`config.mk`:
```
export PLATFORM = sky130hd
export DESIGN_NAME = uart_byte_rx
export DESIGN_NICKNAME = d
export VERILOG_FILES = /design/src/rtl/uart_pkg.sv /design/src/rtl/uart_bit_timer.sv /design/src/rtl/uart_byte_rx.sv
export SDC_FILE = /design/constraint.sdc
export NUM_CORES = 1
export LEC_CHECK = 0
export ABC_AREA = 1
export BUFFER_PORTS_ARGS = -buffer_cell sky130_fd_sc_hd__buf_2
export CAP_MARGIN = 10
export CORE_ASPECT_RATIO = 0.75
export CORE_MARGIN = 10
export CORE_UTILIZATION = 50
export CTS_CLUSTER_DIAMETER = 40
export DETAILED_ROUTE_END_ITERATION = 6
export PLACE_DENSITY = 0.69
export SLEW_MARGIN = 20
export SYNTH_ARGS = -nofsm -noshare
export SYNTH_HDL_FRONTEND = slang
export SYNTH_SLANG_ARGS = --single-unit
export TNS_END_PERCENT = 20
```
`constraint.sdc`:
```
create_clock -name clk -period 2.15 [get_ports clk]
set_input_delay 0.215 -clock clk [delete_from_list [all_inputs] [get_ports clk]]
set_output_delay 0.215 -clock clk [all_outputs]
set_load 0.1 [all_outputs]
```
`src/rtl/uart_pkg.sv`:
```
// Shared UART definitions: baud_set encoding, bit-period divisor helper,
// majority vote helper and the receive/transmit FSM state encoding.
package uart_pkg;

  localparam logic [2:0] BAUD_9600   = 3'd0;
  localparam logic [2:0] BAUD_19200  = 3'd1;
  localparam logic [2:0] BAUD_38400  = 3'd2;
  localparam logic [2:0] BAUD_57600  = 3'd3;
  localparam logic [2:0] BAUD_115200 = 3'd4;

  localparam int DIV_W = 16;

  typedef enum logic [1:0] {IDLE, START, DATA, STOP} uart_fsm_e;

  // Unused codes 5..7 fall back to 9600 so a mis-set switch still gives a usable rate.
  function automatic logic [DIV_W-1:0] baud_div(input int clk_freq, input logic [2:0] baud_set);
    logic [DIV_W-1:0] div;
    case (baud_set)
      BAUD_19200:  div = DIV_W'(clk_freq / 19200);
      BAUD_38400:  div = DIV_W'(clk_freq / 38400);
      BAUD_57600:  div = DIV_W'(clk_freq / 57600);
      BAUD_115200: div = DIV_W'(clk_freq / 115200);
      default:     div = DIV_W'(clk_freq / 9600);
    endcase
    return div;
  endfunction

  function automatic logic majority3(input logic a, input logic b, input logic c);
    return (a & b) | (a & c) | (b & c);
  endfunction

endpackage

```
`src/rtl/uart_bit_timer.sv`:
```
// Bit-period counter for the UART receiver: counts 0..div-1 and flags the
// three mid-bit sample points, the decision point and the period wrap.
module uart_bit_timer
  import uart_pkg::*;
(
  input  logic             clk,
  input  logic             reset,
  input  logic             load,
  input  logic [DIV_W-1:0] div,
  output logic [DIV_W-1:0] div_cnt,
  output logic [2:0]       sample,
  output logic             decide,
  output logic             wrap
);

  logic [DIV_W-1:0] half;

  assign half = div >> 1;

  // Period counter; load realigns it to the start edge.
  always_ff @(posedge clk) begin
    if (reset) begin
      div_cnt <= '0;
    end else if (load || wrap) begin
      div_cnt <= '0;
    end else begin
      div_cnt <= div_cnt + DIV_W'(1);
    end
  end

  // Strobe decode from the current count.
  always_comb begin
    sample[0] = (div_cnt == half - DIV_W'(1));
    sample[1] = (div_cnt == half);
    sample[2] = (div_cnt == half + DIV_W'(1));
    decide    = sample[2];
    wrap      = (div_cnt == div - DIV_W'(1));
  end

endmodule

```
`src/rtl/uart_byte_rx.sv`:
```
// 8N1 UART receiver with 3-sample majority voting, false-start rejection
// and an early return to IDLE at mid stop bit for back-to-back frames.
module uart_byte_rx
  import uart_pkg::*;
#(
  parameter int CLK_FREQ = 50_000_000
) (
  input  logic       clk,
  input  logic       reset,
  input  logic [2:0] baud_set,
  input  logic       uart_rx,
  output logic [7:0] data_byte,
  output logic       rx_done,
  output logic       frame_err,
  output logic       uart_state
);

  logic             rx_meta, rx_s, rx_d;
  logic             start_edge;
  logic [1:0]       votes;
  logic             third, maj;
  uart_fsm_e        state, state_n;
  logic [DIV_W-1:0] div_lat, div_lat_n;
  logic [2:0]       bit_cnt, bit_cnt_n;
  logic [7:0]       shift, shift_n;
  logic [7:0]       data_n;
  logic             done_n, err_n, busy_n;
  logic             load;
  logic [DIV_W-1:0] div_cnt;
  logic [2:0]       sample;
  logic             decide, wrap;
  logic             unused_cnt;

  uart_bit_timer u_timer (
    .clk     (clk),
    .reset   (reset),
    .load    (load),
    .div     (div_lat),
    .div_cnt (div_cnt),
    .sample  (sample),
    .decide  (decide),
    .wrap    (wrap)
  );

  assign unused_cnt = ^div_cnt;
  assign start_edge = rx_d & ~rx_s;
  // The third sample is taken live in the decision cycle itself.
  assign third      = sample[2] & rx_s;
  assign maj        = majority3(votes[0], votes[1], third);

  // Input synchronizer plus edge-detect delay, idle high.
  always_ff @(posedge clk) begin
    if (reset) begin
      rx_meta <= 1'b1;
      rx_s    <= 1'b1;
      rx_d    <= 1'b1;
    end else begin
      rx_meta <= uart_rx;
      rx_s    <= rx_meta;
      rx_d    <= rx_s;
    end
  end

  // Capture the first two mid-bit samples.
  always_ff @(posedge clk) begin
    if (reset) begin
      votes <= 2'b11;
    end else begin
      if (sample[0]) votes[0] <= rx_s;
      if (sample[1]) votes[1] <= rx_s;
    end
  end

  // FSM next state and next register values.
  always_comb begin
    state_n   = state;
    div_lat_n = div_lat;
    bit_cnt_n = bit_cnt;
    shift_n   = shift;
    data_n    = data_byte;
    done_n    = 1'b0;
    err_n     = 1'b0;
    load      = 1'b0;
    case (state)
      IDLE: begin
        if (start_edge) begin
          state_n   = START;
          load      = 1'b1;
          div_lat_n = baud_div(CLK_FREQ, baud_set);
        end else begin
          state_n = IDLE;
        end
      end
      START: begin
        if (decide && maj) begin
          state_n = IDLE;
        end else if (wrap) begin
          state_n   = DATA;
          bit_cnt_n = 3'd0;
        end else begin
          state_n = START;
        end
      end
      DATA: begin
        if (decide) begin
          shift_n = {maj, shift[7:1]};
        end else begin
          shift_n = shift;
        end
        if (wrap && (bit_cnt == 3'd7)) begin
          state_n = STOP;
        end else if (wrap) begin
          bit_cnt_n = bit_cnt + 3'd1;
        end else begin
          state_n = DATA;
        end
      end
      STOP: begin
        if (decide && maj) begin
          state_n = IDLE;
          data_n  = shift;
          done_n  = 1'b1;
        end else if (decide) begin
          state_n = IDLE;
          err_n   = 1'b1;
        end else begin
          state_n = STOP;
        end
      end
      default: begin
        state_n = IDLE;
      end
    endcase
    busy_n = (state_n != IDLE) | done_n | err_n;
  end

  // FSM state and registered outputs.
  always_ff @(posedge clk) begin
    if (reset) begin
      state      <= IDLE;
      div_lat    <= baud_div(CLK_FREQ, BAUD_9600);
      bit_cnt    <= 3'd0;
      shift      <= 8'h00;
      data_byte  <= 8'h00;
      rx_done    <= 1'b0;
      frame_err  <= 1'b0;
      uart_state <= 1'b0;
    end else begin
      state      <= state_n;
      div_lat    <= div_lat_n;
      bit_cnt    <= bit_cnt_n;
      shift      <= shift_n;
      data_byte  <= data_n;
      rx_done    <= done_n;
      frame_err  <= err_n;
      uart_state <= busy_n;
    end
  end

endmodule

```
Yosys cells after proc, flatten, opt, wreduce, memory -nomap -nowiden. Cells that the tools add are included.

Register bits: 61. Input bits: 6.

$add $sub $neg: 5. Eq/ne operators: 16. Mux-type cells: 21. Bitwise logic cells: 10. Reductions and logical operators: 11.

Operators with widths (number): 13-bit case mux with 4 select lines (1); 16-bit == test (3); 15-bit by 1-bit adder with 16-bit output, second input constant (1); 16-bit by 1-bit adder with 16-bit output, second input constant (1); 16-bit by 15-bit == test with 1-bit output (1); 15-bit by 1-bit subtractor with 16-bit output, second input constant (1); 16-bit by 1-bit subtractor with 16-bit output, second input constant (1); 2-bit 2-to-1 mux (6); 3-bit 2-to-1 mux (4); 1-bit 2-to-1 mux (8); 2-bit case mux with 4 select lines (1); 3-bit by 2-bit == test with 1-bit output, second input constant (2); 3-bit == test, second input constant (2); 3-bit case mux with 2 select lines (1); 2-bit AND reduction (3); 1-bit bitwise AND (5); 5-bit AND reduction (1); 2-bit == test, second input constant (2); 2-bit by 1-bit != test with 1-bit output, second input constant (2); 2-bit != test, second input constant (2); 1-bit OR (4); 2-bit nonzero test (2); 3-bit by 1-bit adder with 3-bit output, second input constant (1); 3-bit by 1-bit == test with 1-bit output, second input constant (1); 6 further kinds (7).

Longest topological paths before layout. Gate-level depths: netlist (run 1).

Depth after elaboration: 12. Mapped depth: 19. Mapped depth without buffers: 18.

By module. From an unflattened synthesis (run 1), not the netlist that was laid out.

Cells, all modules: 597. Area, all modules: 4006.3 sq um.

Modules (own cells, without submodules): uart_bit_timer (instances 1, cells an instance 397, area each 2392.3 sq um, seq. area each 320.3 sq um); uart_byte_rx (instances 1, cells an instance 200, area each 1614.0 sq um, seq. area each 820.8 sq um).

Worst setup path before layout (run 1). No wires, ideal clock.

Path kind: register -> register. Start: register div_lat[1]. End: register bit_cnt[1]. Arrival time: 1994 ps. Required time: 2023 ps. Setup slack: 29 ps. Cell stages (with the launch flop): 20. Buffers on the path: 1. Cell sequence: dfxtp_1 inv_2 ha_1 buf_2 inv_1 nand2_1 nand3_1 nand2_1 nor2_1 nand2_1 nor2_1 nand2_1 nor2_2 nand2_1 nor2_2 nand3_2 nand2_1 nand2_1 nand2_1 nor2_1.

Cells in the longest elaborated chain, start to end: 9. Elaborated cells between the ends (all ways): 16. Those cells by class: add/sub (2); eq/ne (6); bitwise (5); reduce/logical (3).

RTL lines: start, declared (line uart_byte_rx.sv:23) `logic [DIV_W-1:0] div_lat, div_lat_n;`; start signal, assigned (line uart_byte_rx.sv:141) `div_lat <= baud_div(CLK_FREQ, BAUD_9600);`; start signal, assigned (line uart_byte_rx.sv:150) `div_lat <= div_lat_n;`; 15-bit by 1-bit adder with 16-bit output (line uart_bit_timer.sv:35) `sample[2] = (div_cnt == half + DIV_W'(1));`; 16-bit == test (line uart_bit_timer.sv:35); 1-bit bitwise AND (line uart_byte_rx.sv:48) `assign third = sample[2] & rx_s;`; 1-bit bitwise AND (line uart_pkg.sv:29) `return (a & b) | (a & c) | (b & c);`; 1-bit OR (2 in series) (line uart_pkg.sv:29); 1-bit logical AND (line uart_byte_rx.sv:95) `if (decide && maj) begin`; 2-bit != test (no line); 5-bit AND reduction (no line) *; end signal, assigned (line uart_byte_rx.sv:151) `bit_cnt <= bit_cnt_n;`; end, declared (line uart_byte_rx.sv:24) `logic [2:0] bit_cnt, bit_cnt_n;`.

Mark *: on every way between the ends. The rest lies on a longest branch, timed or not. A chain may end at the register's enable or synchronous reset.

Worst setup path after layout (run 1).
Start: register div_lat[2]. End: register data_byte[2].

Cells in the longest elaborated chain, start to end: 8. Elaborated cells between the ends (all ways): 9. Those cells by class: add/sub (1); eq/ne (1); bitwise (5); reduce/logical (2).

RTL lines: 15-bit by 1-bit adder with 16-bit output * (line uart_bit_timer.sv:35); 16-bit == test * (line uart_bit_timer.sv:35); 1-bit bitwise AND (line uart_byte_rx.sv:48); 1-bit bitwise AND (line uart_pkg.sv:29); 1-bit OR (2 in series) (line uart_pkg.sv:29); 1-bit logical AND * (line uart_byte_rx.sv:119) `if (decide && maj) begin`; 2-bit AND reduction (no line) *; end signal, assigned (line uart_byte_rx.sv:153) `data_byte <= data_n;`; end, declared (line uart_byte_rx.sv:12) `output logic [7:0] data_byte,`.

Marked as above.

==> impl_metrics.ini, run 1 <==
[die]
die_h_um = 98.08
io_pins = 17
num_rows = 28
die_w_um = 124.1
initial_core_util_pct = 51.33
dieArea_um2 = 12170
core_area_um2 = 7918

[route]
totalWireLength_um = 13030
ant_nets = 0
drc = 0
viasPerCell = 5.395
drt_iter0_markers = 416
drt_first_pass_iters = 6
avgRoutedWirePerCell_um = 15.53
num_vias = 4526

[timing]
worst_pin_slew_ps = 498.5
setup_ws_ps = -20.67
finalCriticalPeriod_ps = 2171
tns_ps = -48.33
slew_violations = 0
grt_setup_unrepaired = true
skew_ps = 8.616
finalHoldViolCount = 0
post-route-period-util_pct = 101.0
fmax_mhz = 460.7
slew_headroom_pct = 67.00
setup_violations = 4

[worst_setup_path]
critPathCaptureType = flop
cp_max_fo = 4
cp.arrival_ps = 2430
critical_path_class = flop to flop
ff2ff_path_depth = 19
worst_r2r_startpoint = div_lat[2]
start_kind = flop
reg2reg_slack_ps = -20
required_ps = 2400
cp-startpoint = div_lat[2]
endpoint = data_byte[2]
r2r-end = data_byte[2]

[cts]
cts-buffers-inserted = 9
htree_levels = 3
cts-root-buf = clkbuf_8
cts_sinks = 57
clkTransAtPathRegs_ps = 70
cts_buffer_depth = 2
clk-insertion-delay-late_ps = 350
cts_tree = built

[power]
p_sw_mw = 0.7823
combinationalPowerShare_pct = 14.5
p_int_mw = 1.933
ir_worst_vdd_uv = 341.0
p_clk_share_pct = 44.4
sw_frac_of_total_pct = 28.81
seqPwrFrac_pct = 41.1
total_power_mw = 2.716
leakagePower_nw = 2.440
p_per_area_nw_per_um2 = 517.0

[finish]
diodes = 0
fin_util_pct = 66.34
final_nets = 740
fillers = 708
area.growth.synth_to_final_pct = 29.25
layout-drive-gt1-share_pct = 28.75
layout.cells.non_filler = 839

[job]
maxCapViolCount = 0

[yosys]
synth_top_family_by_area = simple AND/OR/NAND/NOR gates
synthesis.area_um2 = 4064
synthXorXnorAreaFrac_pct = 6.034
yosys_warnings = 0
synth_adder_area_share_pct = 1.539
muxShareOfSynthArea_pct = 0
synth_cells = 655
synthSimpleGateAreaFrac_pct = 45.41
synth_nets = 666
ys_ff_latch = 57
synth_cell_type_count = 40
synth-compound-area-share_pct = 6.989
synth.yosys.seq_area_share_pct = 28.08
syn_area_per_cell_um2 = 6.204

[place]
place_ws_ps = -129.6
place_hpwl_um = 9498
port_buffers = 16
dp_cells = 810
gp_congestion = 1.065

[outcome]
violations = negative setup slack
status = finished with violations

[grt]
grt_antenna_before_repair = 0
gr-total-overflow = 0
grt_pass1_wl_um = 20640
grt_max_degree = 20
grt_pass1_vias = 4137
grt_use_total_pct = 21.17

[hold_path]
min_path_type = primary input to flop
-- registers in the layout, summed over array words and instances, names as in the netlist --
signal / flops
state: 2
rx_done: 1
rx_meta: 1
u_timer.div_cnt: 16
rx_s: 1
votes: 2
div_lat: 12
rx_d: 1
shift: 8
data_byte: 8
frame_err: 1
uart_state: 1
bit_cnt: 3
-- worst min-delay path by stage --
stage	from	endpoint	depth (start not counted)
2_1_floorplan	uart_rx	rx_meta	1
3_3_place_gp	rx_meta	rx_s	1
3_5_place_dp	uart_rx	rx_meta	2
4_1_cts	uart_rx	rx_meta	2
5_1_grt	uart_rx	rx_meta	2
6_report	uart_rx	rx_meta	2
-- layout by cell type, fill, tap and decap left out, drive strengths merged, types with 5 or more instances in the layout --
master,netlist,routed
a31oi,5,5
nor3,9,9
ha,5,5
xnor2,9,9
a21oi,18,18
xor2,19,19
buf,13,78
inv,95,95
nand3,58,59
clkbuf,4,12
dfxtp,57,57
nand3b,5,5
nand2,193,193
o21ai,16,16
nand4,14,14
nor4,5,5
nor2,113,114
-- synthesized netlist by cell type, drive strengths merged --
cell / n / area (um^2)
o221ai: 1 / 8.760
nand4: 14 / 87.58
a22oi: 1 / 7.510
inv: 95 / 356.6
or2: 2 / 12.51
a21oi: 18 / 90.09
nand3b: 5 / 37.54
o2111ai: 1 / 8.760
clkinv: 3 / 12.51
buf: 13 / 101.3
a211oi: 3 / 22.52
nand3: 58 / 335.3
nor3b: 2 / 15.01
o21ai: 16 / 80.08
dfxtp: 57 / 1141
xor2: 19 / 166.4
nand2: 193 / 767.0
o211ai: 1 / 7.510
a32o: 1 / 10.01
clkbuf: 4 / 15.01
nor3: 9 / 45.04
a21boi: 1 / 7.510
a31oi: 5 / 31.28
nor2: 113 / 508.0
ha: 5 / 62.56
xnor2: 9 / 78.83
nor4: 5 / 37.53
o211a: 1 / 10.01
-- worst max-delay path, cell delays in order, from the launching register on --
cell,delay (ps)
dfxtp_2,350
buf_6,130
ha_4,150
buf_6,110
nand3_4,60
inv_2,60
nand2_2,60
nand2_2,80
nand2_1,50
inv_1,70
nand2_2,70
nor2_4,120
nand3_4,110
clkinv_4,80
nand2_4,60
nand2_8,100
buf_12,100
nand3_4,110
nor2_4,130
nor2_2,50
-- power groups by stage --
stage          clock network (mW)  logic (mW)  registers (mW)
2_1_floorplan                   0       0.223            1.14
3_3_place_gp                    0       0.330            1.13
3_5_place_dp                    0       0.335            1.13
4_1_cts                      1.22       0.359            1.11
5_1_grt                      1.27       0.427            1.12
6_report                     1.20       0.395            1.12
-- logic make-up after synthesis --
family / Yosys count
xor gates and xnor gates: 28
buffers and inverters: 115
DFF: 57
AOI/OAI and AO/OA: 49
adders and majority gates: 5
and+or+nand+nor: 401
-- what timing repair did --
item / CTS / global route
setup endpoints to repair: 29 / 42
pin swaps: 16 / 39
gates cloned: 2 / 0
buffers inserted: 4 / 8
resized for setup: 29 / 72
hold buffers: 0 / 0
endpoints found under the hold margin: 0 / 0
-- layout make-up --
type,count,area [um^2],share of cell area [%]
clock buffer,12,155.1,2.954
multi-input combinational,485,2745,52.26
tap,105,131.4,2.501
timing repair buffer,78,606.8,11.55
sequential,57,1166,22.20
clock inverter,4,75.07,1.429
inverter,98,372.9,7.099
-- layer usage --
layer,share of wire [%],GRT usage (%)
met5,0,0
met4,2.7,7.155
met3,9.6,6.387
met2,43,30.34
met1,45,29.24
-- metrics by stage --
stage | area [um^2] | hold WS (ps)
final | 5253 | 47.29
after global routing | 5253 | 38.59
after CTS | 4962 | 32.91
after detailed placement | 4579 | 403.2
after global placement | 4579 | 391.0
after floorplan | 4064 | 318.8
Note: power is estimated with default switching activity, not from simulation.
==> run 2: changes to the inputs <==
--- a/config.mk
+++ b/config.mk
@@ -14,6 +14,7 @@
 export CTS_CLUSTER_DIAMETER = 40
 export DETAILED_ROUTE_END_ITERATION = 6
 export PLACE_DENSITY = 0.69
+export REMOVE_ABC_BUFFERS = 1
 export SLEW_MARGIN = 20
 export SYNTH_ARGS = -nofsm -noshare
 export SYNTH_HDL_FRONTEND = slang
==> run 2 against run 1 <==
Effect of this change: the run now ends clean; cell area is 3.8% lower; combinational power hardly changed; critical path depth is 4 lower; wire length is 6.9% lower; fmax is 3.0% higher; via count is 5.1% lower; register-to-register slack better by 60 ps; first-iteration DRC count stayed put; sequential power hardly changed; flip-flop and latch count stayed put; largest power group is now registers.
==> impl_metrics.ini, run 2 (synthesis gave the netlist of run 1 again) <==
[die]
die_w_um = 124.1
die_h_um = 98.08
num_rows = 28
core_area_um2 = 7918
io_pins = 17
initial_core_util_pct = 51.33
dieArea_um2 = 12170

[finish]
final_common_cell = nand2_1
diodes = 0
top_register = u_timer.div_cnt
largest_reg_flops = 16
layout_common_cells = nand2_1, inv_1, nor2_1, dfxtp_1, buf_4
area.growth.synth_to_final_pct = 24.32
top_regs = u_timer.div_cnt x16, div_lat x12
final_area_um2 = 5052
register_area_um2 = 1156
layout-drive-gt1-share_pct = 26.56
final_nets = 729
multi_input_area_um2 = 2725
fillers = 764

[timing]
setup_violations = 0
fmax_mhz = 474.6
grt_setup_unrepaired = true
finalCriticalPeriod_ps = 2107
post-route-period-util_pct = 97.99
setup_ws_ps = 43.15
skew_ps = 8.071
finalHoldViolCount = 0
tns_ps = 0
hold_ws_ps = 44.53
slew_headroom_pct = 66.18
worst_pin_slew_ps = 510.9
slew_violations = 0

[grt]
grt_antenna_before_repair = 0
grt_pass1_wl_um = 19200
grt_pass1_vias = 3838
gr-total-overflow = 0
grt_max_degree = 19
grt_use_total_pct = 19.97

[cts]
cts_buffer_depth = 2
hold_buffers = 0
cts_sinks = 57
cts_tree = built
cts-root-buf = clkbuf_8
clk-insertion-delay-late_ps = 360
cts-buffers-inserted = 9
clkTransAtPathRegs_ps = 70
htree_levels = 3

[worst_setup_path]
critical_path_class = flop to flop
start_kind = flop
required_ps = 2410
cp-startpoint = div_lat[3]
cp_max_fo = 5
cp.arrival_ps = 2370
worst_r2r_startpoint = div_lat[3]
critPathCaptureType = flop
reg2reg_slack_ps = 40

[place]
place_area_um2 = 4509
gp_congestion = 1.011
place_hpwl_um = 9358
port_buffers = 16
place_ws_ps = -140.5

[route]
num_vias = 4293
drt_iter0_markers = 416
ant_nets = 0
drc = 0
avgRoutedWirePerCell_um = 14.65
totalWireLength_um = 12130
viasPerCell = 5.185
drt_first_pass_iters = 5

[power]
p_per_area_nw_per_um2 = 472.0
seqPwrFrac_pct = 46.7
sw_frac_of_total_pct = 31.91
total_power_mw = 2.385
combinationalPowerShare_pct = 16.4
p_sw_mw = 0.7609
p_clk_share_pct = 36.8
p_int_mw = 1.624
leakagePower_nw = 2.357
ir_worst_vdd_uv = 320.4

[job]
maxCapViolCount = 0

[outcome]
status = finished clean

[hold_path]
hp-start = uart_rx
min_path_type = primary input to flop
## run 2: cell count changes in the layout (fill, tap and decap cells not counted), moves of 4 or more
| cell | previous run | this run |
|---|---|---|
| nand2_2 | 25 | 19 |
| nor2_4 | 15 | 9 |
| clkinv_2 | 0 | 4 |
| nand2_1 | 163 | 168 |
| dfxtp_1 | 43 | 49 |
| dfxtp_2 | 11 | 6 |
| buf_4 | 55 | 46 |
## run 2: path summary, 6_finish.rpt
check | end | depth (start not counted)
max reg2reg | bit_cnt[0] | 15
min reg2reg | rx_s | 1
min | rx_meta | 2
max | bit_cnt[0] | 15
## run 2: cell type report
type                    instances  share of cell area (%)
well taps                     105                   2.600
multi-input cells             484                   53.94
flip-flops and latches         57                   22.88
clock buffers                  10                   2.526
clock inverters                 6                  0.6934
repair buffers                 68                   9.931
inverters                      98                   7.429
## run 2: metal layers
| layer | wire length [um] | track usage [%] | up-vias |
|---|---|---|---|
| met5 | 0 | 0 | - |
| met4 | 169 | 5.919 | 0 |
| met3 | 1089 | 6.732 | 18 |
| met2 | 5011 | 27.67 | 146 |
| met1 | 5860 | 28.26 | 1945 |
| li1 | - | - | 2184 |
## run 2: metrics by stage
| stage | std cells | utilization (%) |
|---|---|---|
| 6_report | 828 | 63.81 |
| 5_1_grt | 828 | 63.81 |
| 4_1_cts | 824 | 60.75 |
| 3_5_place_dp | 804 | 56.95 |
| 3_3_place_gp | 804 | 56.95 |
| 2_1_floorplan | 638 | - |
## run 2: worst max-delay path, stage by stage (launching register included)
cell	delay (ps)
dfxtp_4	360
buf_6	130
nor2_4	190
nand2_4	120
nor2_4	190
nand2_1	70
nand2_1	90
nand2_1	70
nor2_2	140
inv_1	50
nor2_1	100
nand3_1	80
nor2_2	120
nand3_1	100
a21oi_2	140
nor2_1	50
## run 2: timing repair
action,in CTS,in global routing
resized for setup,28,64
setup buffers,3,4
pin swaps,10,30
cloned,1,0
endpoints found under the setup margin,40,41
## run 2: power groups by stage
| stage | registers (mW) | logic, mW | clock network [mW] |
|---|---|---|---|
| after floorplan | 1.15 | 0.195 | 0 |
| after global routing | 1.12 | 0.428 | 0.942 |
| after detailed placement | 1.13 | 0.330 | 0 |
| after CTS | 1.11 | 0.348 | 0.893 |
| after global placement | 1.13 | 0.323 | 0 |
| final | 1.11 | 0.392 | 0.878 |
